--- src/rtl/holy_line_transfer_fsm.sv ---
// Cache-line transfer engine: optional dirty-line write-back, then refill, over one AXI4 master port.
// Optional perf counters (perf_xfers, perf_stall) are built only when HOLY_LINE_XFER_PERF_EN is defined.
package holy_core_pkg;
   typedef enum logic [3:0] {
      IDLE,
      SENDING_WRITE_REQ,
      SENDING_WRITE_DATA,
      WAITING_WRITE_RES,
      SENDING_READ_REQ,
      RECEIVING_READ_DATA,
      LITE_SENDING_WRITE_REQ,
      LITE_SENDING_WRITE_DATA,
      LITE_WAITING_WRITE_RES,
      LITE_SENDING_READ_REQ,
      LITE_RECEIVING_READ_DATA
   } cache_state_t;
endpackage

module holy_line_transfer_fsm
   import holy_core_pkg::*;
#(
   parameter int DATA_WIDTH = 32,
   parameter int ADDR_WIDTH = 32,
   parameter int LINE_WORDS = 128
) (
   input  logic                          clk,
   input  logic                          rst_n,
   input  logic                          req_valid,
   output logic                          req_ready,
   input  logic                          req_writeback,
   input  logic                          req_lite,
   input  logic [ADDR_WIDTH-1:0]         req_wb_addr,
   input  logic [ADDR_WIDTH-1:0]         req_fill_addr,
   output logic [$clog2(LINE_WORDS)-1:0] line_rd_idx,
   input  logic [DATA_WIDTH-1:0]         line_rd_data,
   output logic                          line_wr_en,
   output logic [$clog2(LINE_WORDS)-1:0] line_wr_idx,
   output logic [DATA_WIDTH-1:0]         line_wr_data,
   output logic                          done,
   output logic                          error,
   output logic                          awvalid,
   input  logic                          awready,
   output logic [ADDR_WIDTH-1:0]         awaddr,
   output logic [7:0]                    awlen,
   output logic [2:0]                    awsize,
   output logic [1:0]                    awburst,
   output logic                          wvalid,
   input  logic                          wready,
   output logic [DATA_WIDTH-1:0]         wdata,
   output logic [DATA_WIDTH/8-1:0]       wstrb,
   output logic                          wlast,
   input  logic                          bvalid,
   output logic                          bready,
   input  logic [1:0]                    bresp,
   output logic                          arvalid,
   input  logic                          arready,
   output logic [ADDR_WIDTH-1:0]         araddr,
   output logic [7:0]                    arlen,
   output logic [2:0]                    arsize,
   output logic [1:0]                    arburst,
   input  logic                          rvalid,
   output logic                          rready,
   input  logic [DATA_WIDTH-1:0]         rdata,
   input  logic [1:0]                    rresp,
   input  logic                          rlast
`ifdef HOLY_LINE_XFER_PERF_EN
   ,
   output logic [31:0]                   perf_xfers,
   output logic [31:0]                   perf_stall
`endif
);

   localparam int IDX_W                 = $clog2(LINE_WORDS);
   localparam int BYTE_SHIFT            = $clog2(DATA_WIDTH / 8);
   localparam logic [IDX_W-1:0] LAST_IDX = IDX_W'(LINE_WORDS - 1);
   localparam logic [7:0] BURST_LEN     = 8'(LINE_WORDS - 1);
   localparam logic [2:0] BEAT_SIZE     = 3'(BYTE_SHIFT);
   localparam logic [1:0] BURST_INCR    = 2'b01;

   cache_state_t          r_state;
   cache_state_t          w_nextState;
   logic [IDX_W-1:0]      r_count;
   logic [IDX_W-1:0]      w_nextCount;
   logic                  r_errAcc;
   logic                  w_nextErr;
   logic                  r_done;
   logic                  r_lite;
   logic [ADDR_WIDTH-1:0] r_wbAddr;
   logic [ADDR_WIDTH-1:0] r_fillAddr;
   logic                  w_accept;
   logic                  w_complete;
   logic                  w_lastWord;
   logic [ADDR_WIDTH-1:0] w_wordOffset;

   assign w_lastWord   = (r_count == LAST_IDX);
   assign w_wordOffset = ADDR_WIDTH'(r_count) << BYTE_SHIFT;

   always_ff @(posedge clk or negedge rst_n) begin
      if (!rst_n) begin
         r_state <= IDLE;
      end else begin
         r_state <= w_nextState;
      end
   end

   // The word counter is cleared on every phase change, so each phase starts at word 0.
   always_comb begin
      w_nextState = r_state;
      w_nextCount = r_count;
      w_nextErr   = r_errAcc;
      w_accept    = 1'b0;
      w_complete  = 1'b0;
      case (r_state)
         IDLE: begin
            if (req_valid) begin
               w_accept    = 1'b1;
               w_nextCount = '0;
               w_nextErr   = 1'b0;
               if (req_writeback) begin
                  w_nextState = req_lite ? LITE_SENDING_WRITE_REQ : SENDING_WRITE_REQ;
               end else begin
                  w_nextState = req_lite ? LITE_SENDING_READ_REQ : SENDING_READ_REQ;
               end
            end
         end
         SENDING_WRITE_REQ: begin
            if (awready) begin
               w_nextState = SENDING_WRITE_DATA;
               w_nextCount = '0;
            end
         end
         SENDING_WRITE_DATA: begin
            if (wready) begin
               if (w_lastWord) begin
                  w_nextState = WAITING_WRITE_RES;
                  w_nextCount = '0;
               end else begin
                  w_nextCount = r_count + IDX_W'(1);
               end
            end
         end
         WAITING_WRITE_RES: begin
            if (bvalid) begin
               if (bresp != 2'b00) w_nextErr = 1'b1;
               w_nextState = SENDING_READ_REQ;
               w_nextCount = '0;
            end
         end
         SENDING_READ_REQ: begin
            if (arready) begin
               w_nextState = RECEIVING_READ_DATA;
               w_nextCount = '0;
            end
         end
         RECEIVING_READ_DATA: begin
            if (rvalid) begin
               if (rresp != 2'b00 || rlast != w_lastWord) w_nextErr = 1'b1;
               if (w_lastWord) begin
                  w_nextState = IDLE;
                  w_nextCount = '0;
                  w_complete  = 1'b1;
               end else begin
                  w_nextCount = r_count + IDX_W'(1);
               end
            end
         end
         LITE_SENDING_WRITE_REQ: begin
            if (awready) w_nextState = LITE_SENDING_WRITE_DATA;
         end
         LITE_SENDING_WRITE_DATA: begin
            if (wready) w_nextState = LITE_WAITING_WRITE_RES;
         end
         LITE_WAITING_WRITE_RES: begin
            if (bvalid) begin
               if (bresp != 2'b00) w_nextErr = 1'b1;
               if (w_lastWord) begin
                  w_nextState = LITE_SENDING_READ_REQ;
                  w_nextCount = '0;
               end else begin
                  w_nextState = LITE_SENDING_WRITE_REQ;
                  w_nextCount = r_count + IDX_W'(1);
               end
            end
         end
         LITE_SENDING_READ_REQ: begin
            if (arready) w_nextState = LITE_RECEIVING_READ_DATA;
         end
         LITE_RECEIVING_READ_DATA: begin
            if (rvalid) begin
               if (rresp != 2'b00) w_nextErr = 1'b1;
               if (w_lastWord) begin
                  w_nextState = IDLE;
                  w_nextCount = '0;
                  w_complete  = 1'b1;
               end else begin
                  w_nextState = LITE_SENDING_READ_REQ;
                  w_nextCount = r_count + IDX_W'(1);
               end
            end
         end
         default: begin
            w_nextState = IDLE;
         end
      endcase
   end

   always_ff @(posedge clk or negedge rst_n) begin
      if (!rst_n) begin
         r_count    <= '0;
         r_errAcc   <= 1'b0;
         r_done     <= 1'b0;
         r_lite     <= 1'b0;
         r_wbAddr   <= '0;
         r_fillAddr <= '0;
      end else begin
         r_count  <= w_nextCount;
         r_errAcc <= w_nextErr;
         r_done   <= w_complete;
         if (w_accept) begin
            r_lite     <= req_lite;
            r_wbAddr   <= req_wb_addr;
            r_fillAddr <= req_fill_addr;
         end
      end
   end

   // Handshake signals decode from state only, so reset drops every valid immediately.
   assign req_ready = (r_state == IDLE);
   assign awvalid   = (r_state == SENDING_WRITE_REQ) || (r_state == LITE_SENDING_WRITE_REQ);
   assign wvalid    = (r_state == SENDING_WRITE_DATA) || (r_state == LITE_SENDING_WRITE_DATA);
   assign bready    = (r_state == WAITING_WRITE_RES) || (r_state == LITE_WAITING_WRITE_RES);
   assign arvalid   = (r_state == SENDING_READ_REQ) || (r_state == LITE_SENDING_READ_REQ);
   assign rready    = (r_state == RECEIVING_READ_DATA) || (r_state == LITE_RECEIVING_READ_DATA);

   assign awaddr  = r_wbAddr + (r_lite ? w_wordOffset : '0);
   assign awlen   = r_lite ? 8'd0 : BURST_LEN;
   assign awsize  = BEAT_SIZE;
   assign awburst = BURST_INCR;
   assign araddr  = r_fillAddr + (r_lite ? w_wordOffset : '0);
   assign arlen   = r_lite ? 8'd0 : BURST_LEN;
   assign arsize  = BEAT_SIZE;
   assign arburst = BURST_INCR;

   assign wdata = line_rd_data;
   assign wstrb = '1;
   assign wlast = ((r_state == SENDING_WRITE_DATA) && w_lastWord) ||
                  (r_state == LITE_SENDING_WRITE_DATA);

   assign line_rd_idx  = r_count;
   assign line_wr_idx  = r_count;
   assign line_wr_data = rdata;
   assign line_wr_en   = rready & rvalid;

   assign done  = r_done;
   assign error = r_done & r_errAcc;

`ifdef HOLY_LINE_XFER_PERF_EN
   logic [31:0] r_perfXfers;
   logic [31:0] r_perfStall;
   logic        w_stall;

   assign w_stall = (awvalid & ~awready) | (wvalid & ~wready) | (bvalid & ~bready) |
                    (arvalid & ~arready) | (rvalid & ~rready);

   always_ff @(posedge clk or negedge rst_n) begin
      if (!rst_n) begin
         r_perfXfers <= '0;
         r_perfStall <= '0;
      end else begin
         if (w_complete) r_perfXfers <= r_perfXfers + 32'd1;
         if (w_stall)    r_perfStall <= r_perfStall + 32'd1;
      end
   end

   assign perf_xfers = r_perfXfers;
   assign perf_stall = r_perfStall;
`endif

endmodule
--- config.mk ---
export PLATFORM = sky130hd
export DESIGN_NAME = holy_line_transfer_fsm
export DESIGN_NICKNAME = d
export VERILOG_FILES = /design/src/rtl/holy_line_transfer_fsm.sv
export SDC_FILE = /design/constraint.sdc
export NUM_CORES = 1
export LEC_CHECK = 0
export ABC_CLOCK_PERIOD_IN_PS = 3400
export BUFFER_PORTS_ARGS = -buffer_cell sky130_fd_sc_hd__buf_2
export CAP_MARGIN = 30
export CORE_MARGIN = 4
export CORE_UTILIZATION = 42
export DETAILED_ROUTE_END_ITERATION = 10
export PLACE_DENSITY = 0.79
export SETUP_SLACK_MARGIN = 0.3
export SKIP_LAST_GASP = 1
export SYNTH_ARGS = -nofsm -noshare
export SYNTH_HDL_FRONTEND = slang
export SYNTH_SLANG_ARGS = --single-unit
--- constraint.sdc ---
create_clock -name clk -period 3.4 [get_ports clk]
set_input_delay 0.51 -clock clk [delete_from_list [all_inputs] [get_ports clk]]
set_output_delay 0.51 -clock clk [all_outputs]
set_load 0.1 [all_outputs]
==> out/qor.yml, run 1 <==
grt_pass1_wl_mm: 29.1
fin_crit_sh_pct: 113
die_area_um2: 16400
cts_buffers: 9
slowest_stage: "dfrtp_1"
critical-path-top-delay-family: "compound AO/OA/AOI/OAI gates"
synth_xor_xnor_area_share_pct: 9.11
path_clk_slew_ns: 0.06
fin_ws_ns: -0.436
gp_congestion: 0.915
drive_above_1_share_pct: 54.6
overflow: 0
met2_length_mm: 10.5
postCtsHoldBufs: 0
slew_headroom_pct: 36.7
synth.most_common_cell: "buf_4"
ys_seq_area_share_pct: 32.2
grt_pass1_vias: 5325
cts-htree-levels: 3
syn_area_um2: 6060
final_nets: 945
hold_path.class: "primary input to async pin"
synth_mux_area_share_pct: 12.4
wl_met1_mm: 6.83
synth_compound_area_share_pct: 12.6
synth_top_family_by_area: "buffers and inverters"
synth.top_cell.area_share_pct: 32.2
cts.sinks: 78
die_w_um: 128
synthAdderAreaFrac_pct: 2.60
fmax_ghz: 0.261
cts_tree: "built"
final.min_clock_period_ns: 3.84
failed_checks: "negative setup slack"
totalWireLength_mm: 19.4
cp.required_ns: 2.89
vias: 5376
pin_count: 325
hold_viol: 0
r2r_slack_ns: 0.62
portBuffers: 180
synthDistinctLibCells: 66
grt_usage_pct: 22.8
route.detailed.drc: 0
yosys.area_share.simple_pct: 14.5
area_growth_pct: 59.0
vias_per_cell: 5.50
clock_path_buffers: 2
crit_buf_inv: 4
hpwlAfterDp_mm: 13.9
tightest_slew_ns: 0.949
timing.rr.start: "r_state[0]"
path_class: "flop to output port"
fin_setup_tns_ns: -7.38
rows: 43
drtAntennaViolNets: 0
path_cells: "buf_6 -> nand2_4 -> xnor2_2 -> ha_2 -> a21oi_2 -> a2111o_1 -> a2111oi_4 -> o211ai_1 -> buf_4 -> buf_12 -> a211oi_4 -> xor2_4 -> buf_12"
cpPeakStageDelay_ns: 0.41
post-route-util_pct: 68.8
ys_ff_latch: 78
synth_top_flop_cell: "dfrtp_1"
synthTopCellsByArea: "dfrtp_1 (32%), buf_4 (13%), mux2_1 (7.3%)"
cts_root_buf: "clkbuf_16"
maxCapViolCount: 0
dr.pass1.iters: 5
pre_cts_ws_ns: -0.128
synth_edf_count: 0
ys.warnings.count: 0
clkLatencyLatePin_ns: 0.35
netlist_instances: 667
grt_antenna_before_repair: 1
first_iter_violations: 362
r2r_cells: 6
path_max_fanout: 5
met3WireLength_mm: 1.18
crit_path_start_kind: "flop"
finalClockSkew_ns: 0.00640
synth_area_leader_cell: "dfrtp_1"
rr_endpoint: "line_rd_idx[5]"
start_util_pct: 43.3
worstPathArrival_ns: 3.33
rsz0062_at_grt: "yes"
endpoint_kind: "output port"
synthTopCellsByCount: "buf_4 (104), dfrtp_1 (78), nor2_1 (44), nand2_1 (40), mux2_1 (39)"
top_layer: "met4"
slew_viol_final: 0
die_y_um: 128
avgSynthCellArea_um2: 9.08
post_drt_wl_per_cell_um: 19.8
cp_common_cell: "buf_12"
outcome: "finished with violations"
grt_start_max_net_pins: 67
setup_viol: 38
synthArstFlopShare_pct: 100
n_fill_cell: 1022
coreArea_um2: 14000
flip-flops by register name (all words and copies together), names as in the netlist:
| name | cells |
|---|---|
| r_lite | 1 |
| r_fillAddr | 32 |
| done | 1 |
| r_errAcc | 1 |
| line_rd_idx | 7 |
| r_wbAddr | 32 |
| r_state | 4 |
final cells by class:
| class | count | area [um^2] | share of cell area [%] |
|---|---|---|---|
| Multi-Input combinational cell | 445 | 4830 | 50.2 |
| Timing Repair Buffer | 237 | 2250 | 23.4 |
| Sequential cell | 78 | 1970 | 20.5 |
| Clock buffer | 10 | 229 | 2.38 |
| Tap cell | 180 | 225 | 2.34 |
| Inverter | 20 | 76.3 | 0.793 |
| Clock inverter | 6 | 38.8 | 0.403 |
| Antenna cell | 2 | 5.00 | 0.0520 |
per-layer routing:
| layer | global-route usage [%] | vias up |
|---|---|---|
| met5 | 0 | - |
| met4 | 11.7 | 0 |
| li1 | - | 2443 |
| met2 | 40.8 | 239 |
| met3 | 4.08 | 81 |
| met1 | 26.0 | 2613 |
cells in the final DEF (no fill, tap or decap), types with 20 or more instances in the layout:
cell / instances
buf_12: 56
buf_2: 125
buf_4: 37
dfrtp_1: 71
mux2_1: 39
mux2_2: 26
nand2_1: 32
nand3_1: 20
nor2_1: 33
xor2_4: 31
through the flow:
step,cells,instance area (um^2),hold WS [ns]
floorplan,681,7460,0.214
global placement,925,8600,0.475
detailed placement,926,8620,0.491
CTS,964,9440,0.133
global route,977,9630,0.159
finish,978,9630,0.124
worst max path at each step:
| stage | slack [ns] | cells after the start | to | startpoint |
|---|---|---|---|---|
| after floorplan | -0.44 | 11 | araddr[26] | line_rd_idx[1] |
| after global placement | -0.03 | 11 | araddr[28] | r_lite |
| after detailed placement | -0.13 | 11 | araddr[26] | r_lite |
| after CTS | -0.43 | 13 | araddr[16] | r_lite |
| after global routing | -0.53 | 13 | araddr[24] | r_lite |
| final | -0.44 | 13 | araddr[26] | r_lite |
logic make-up after synthesis:
family | after synthesis
multiplexers | 67
AO/OA/AOI/OAI | 112
XOR/XNOR | 63
flip-flops | 78
adder cells (fa/ha/maj) | 13
other | 2
buffers and inverters | 158
AND/OR/NAND/NOR | 174
what timing repair did:
| item | CTS | global route |
|---|---|---|
| gates resized for setup | 83 | 21 |
| setup endpoints to repair | 52 | 52 |
| pin swaps | 57 | 27 |
| buffers inserted | 20 | 12 |
| gates cloned | 2 | 0 |
Power of run 1 is left out: the tool's default activity adds up to more than one toggle a clock period on the data nets, which glitch-free logic cannot reach.
==> run 2: changes to the inputs <==
--- a/config.mk
+++ b/config.mk
@@ -11,6 +11,7 @@
 export CORE_MARGIN = 4
 export CORE_UTILIZATION = 42
 export DETAILED_ROUTE_END_ITERATION = 10
+export MAX_ROUTING_LAYER = met4
 export PLACE_DENSITY = 0.79
 export SETUP_SLACK_MARGIN = 0.3
 export SKIP_LAST_GASP = 1
==> run 2 against run 1 <==
  * The run still ends with negative setup slack left
  * Global-route usage rose by 0.64 points
  * Final cell count is 0.31% lower
  * Register-to-register slack is essentially flat
  * Clock-buffer cell count unchanged
  * Critical path depth stayed put
  * Largest cell class unchanged
==> out/qor.yml, run 2 (synthesis gave the netlist of run 1 again) <==
overflow: 0
vias_per_cell: 5.48
drive_above_1_share_pct: 54.4
grt_antenna_before_repair: 1
path_max_fanout: 5
fin_crit_sh_pct: 113
pin_count: 325
clkLatencyLatePin_ns: 0.35
r2r_slack_ns: 0.62
cts_tree: "built"
maxCapViolCount: 0
totalWireLength_mm: 19.3
placed_area_um2: 8620
final_cell_mix: "buf_2 (125), dfrtp_1 (71), buf_12 (56), mux2_1 (39), buf_4 (35)"
failed_checks: "negative setup slack"
rr_endpoint: "line_rd_idx[5]"
slew_headroom_pct: 37.6
endpoint_kind: "output port"
path_clk_slew_ns: 0.06
coreArea_um2: 14000
hpwlAfterDp_mm: 13.9
final_nets: 941
cp_common_cell: "buf_12"
clock_path_buffers: 2
die_area_um2: 16400
dr.pass1.iters: 5
area_growth_pct: 58.4
critical-path-top-delay-family: "compound AO/OA/AOI/OAI gates"
crit_path_start_kind: "flop"
cts-htree-levels: 3
gp_congestion: 0.931
die_y_um: 128
die_w_um: 128
setup_viol: 38
route.detailed.drc: 0
fin_ws_ns: -0.450
cp.required_ns: 2.89
timing.rr.start: "r_state[0]"
cts_root_buf: "clkbuf_16"
crit_buf_inv: 4
path_class: "flop to output port"
hold_path.class: "primary input to async pin"
start_util_pct: 43.3
cpPeakStageDelay_ns: 0.41
first_iter_violations: 300
post_drt_wl_per_cell_um: 19.8
worstPathArrival_ns: 3.34
startpoint: "r_lite"
grt_pass1_vias: 5316
slowest_stage: "dfrtp_1"
portBuffers: 180
rows: 43
r2r_cells: 6
grt_usage_pct: 23.5
finalClockSkew_ns: 0.00646
slew_viol_final: 0
tightest_slew_ns: 0.937
cts.sinks: 78
grt_pass1_wl_mm: 29.1
hold_viol: 0
final.min_clock_period_ns: 3.85
grt_start_max_net_pins: 67
rsz0062_at_grt: "yes"
path_cells: "buf_6 -> nand2_4 -> xnor2_2 -> ha_2 -> a21oi_2 -> a2111o_1 -> a2111oi_4 -> o211ai_1 -> buf_4 -> buf_12 -> a211oi_4 -> xor2_4 -> buf_12"
drtAntennaViolNets: 0
final_area_um2: 9590
vias: 5342
outcome: "finished with violations"
final_common_cell: "buf_2"
cts_buffers: 9
fmax_ghz: 0.260
-- run 2: how the worst max path moves through the flow --
| stage | endpoint | slack, ns | depth (start not counted) |
|---|---|---|---|
| 5_1_grt | araddr[24] | -0.57 | 13 |
| 3_3_place_gp | araddr[28] | -0.03 | 11 |
| 6_report | araddr[24] | -0.45 | 13 |
| 4_1_cts | araddr[16] | -0.43 | 13 |
| 3_5_place_dp | araddr[26] | -0.13 | 11 |
| 2_1_floorplan | araddr[26] | -0.44 | 11 |
-- run 2: layer usage --
layer	track usage, %	up-vias	share of wire (%)
met1	26.1	2614	35
met4	11.8	0	3.9
li1	-	2435	-
met2	40.8	224	55
met3	3.67	69	6.0
met5	-	-	0
-- run 2: final cells by class --
type | count | area [um^2]
Sequential cell | 78 | 1970
Clock inverter | 6 | 38.8
Inverter | 20 | 76.3
Clock buffer | 10 | 229
Fill cell | 1031 | 4400
Tap cell | 180 | 225
Timing Repair Buffer | 233 | 2220
Multi-Input combinational cell | 445 | 4830
Antenna cell | 3 | 7.51
-- run 2: metrics by stage --
step / worst slack [ns] / instances / setup TNS [ns] / hold slack, ns / utilization [%]
after floorplan: -0.440 / 681 / -5.68 / 0.214 / -
after global placement: -0.0327 / 925 / -0.118 / 0.475 / 61.4
after detailed placement: -0.128 / 926 / -0.708 / 0.491 / 61.6
after CTS: -0.431 / 964 / -5.42 / 0.133 / 67.5
after global routing: -0.571 / 973 / -12.10 / 0.159 / 68.5
final: -0.450 / 975 / -7.29 / 0.124 / 68.6
-- run 2: what timing repair did --
item	in CTS	in global routing
resized for setup	83	18
endpoints found under the hold margin	0	0
hold buffers	0	0
gates cloned	2	0
setup buffers	20	8
pin swaps	57	23
endpoints found under the setup margin	52	52
Power of run 2 is left out for the same reason.
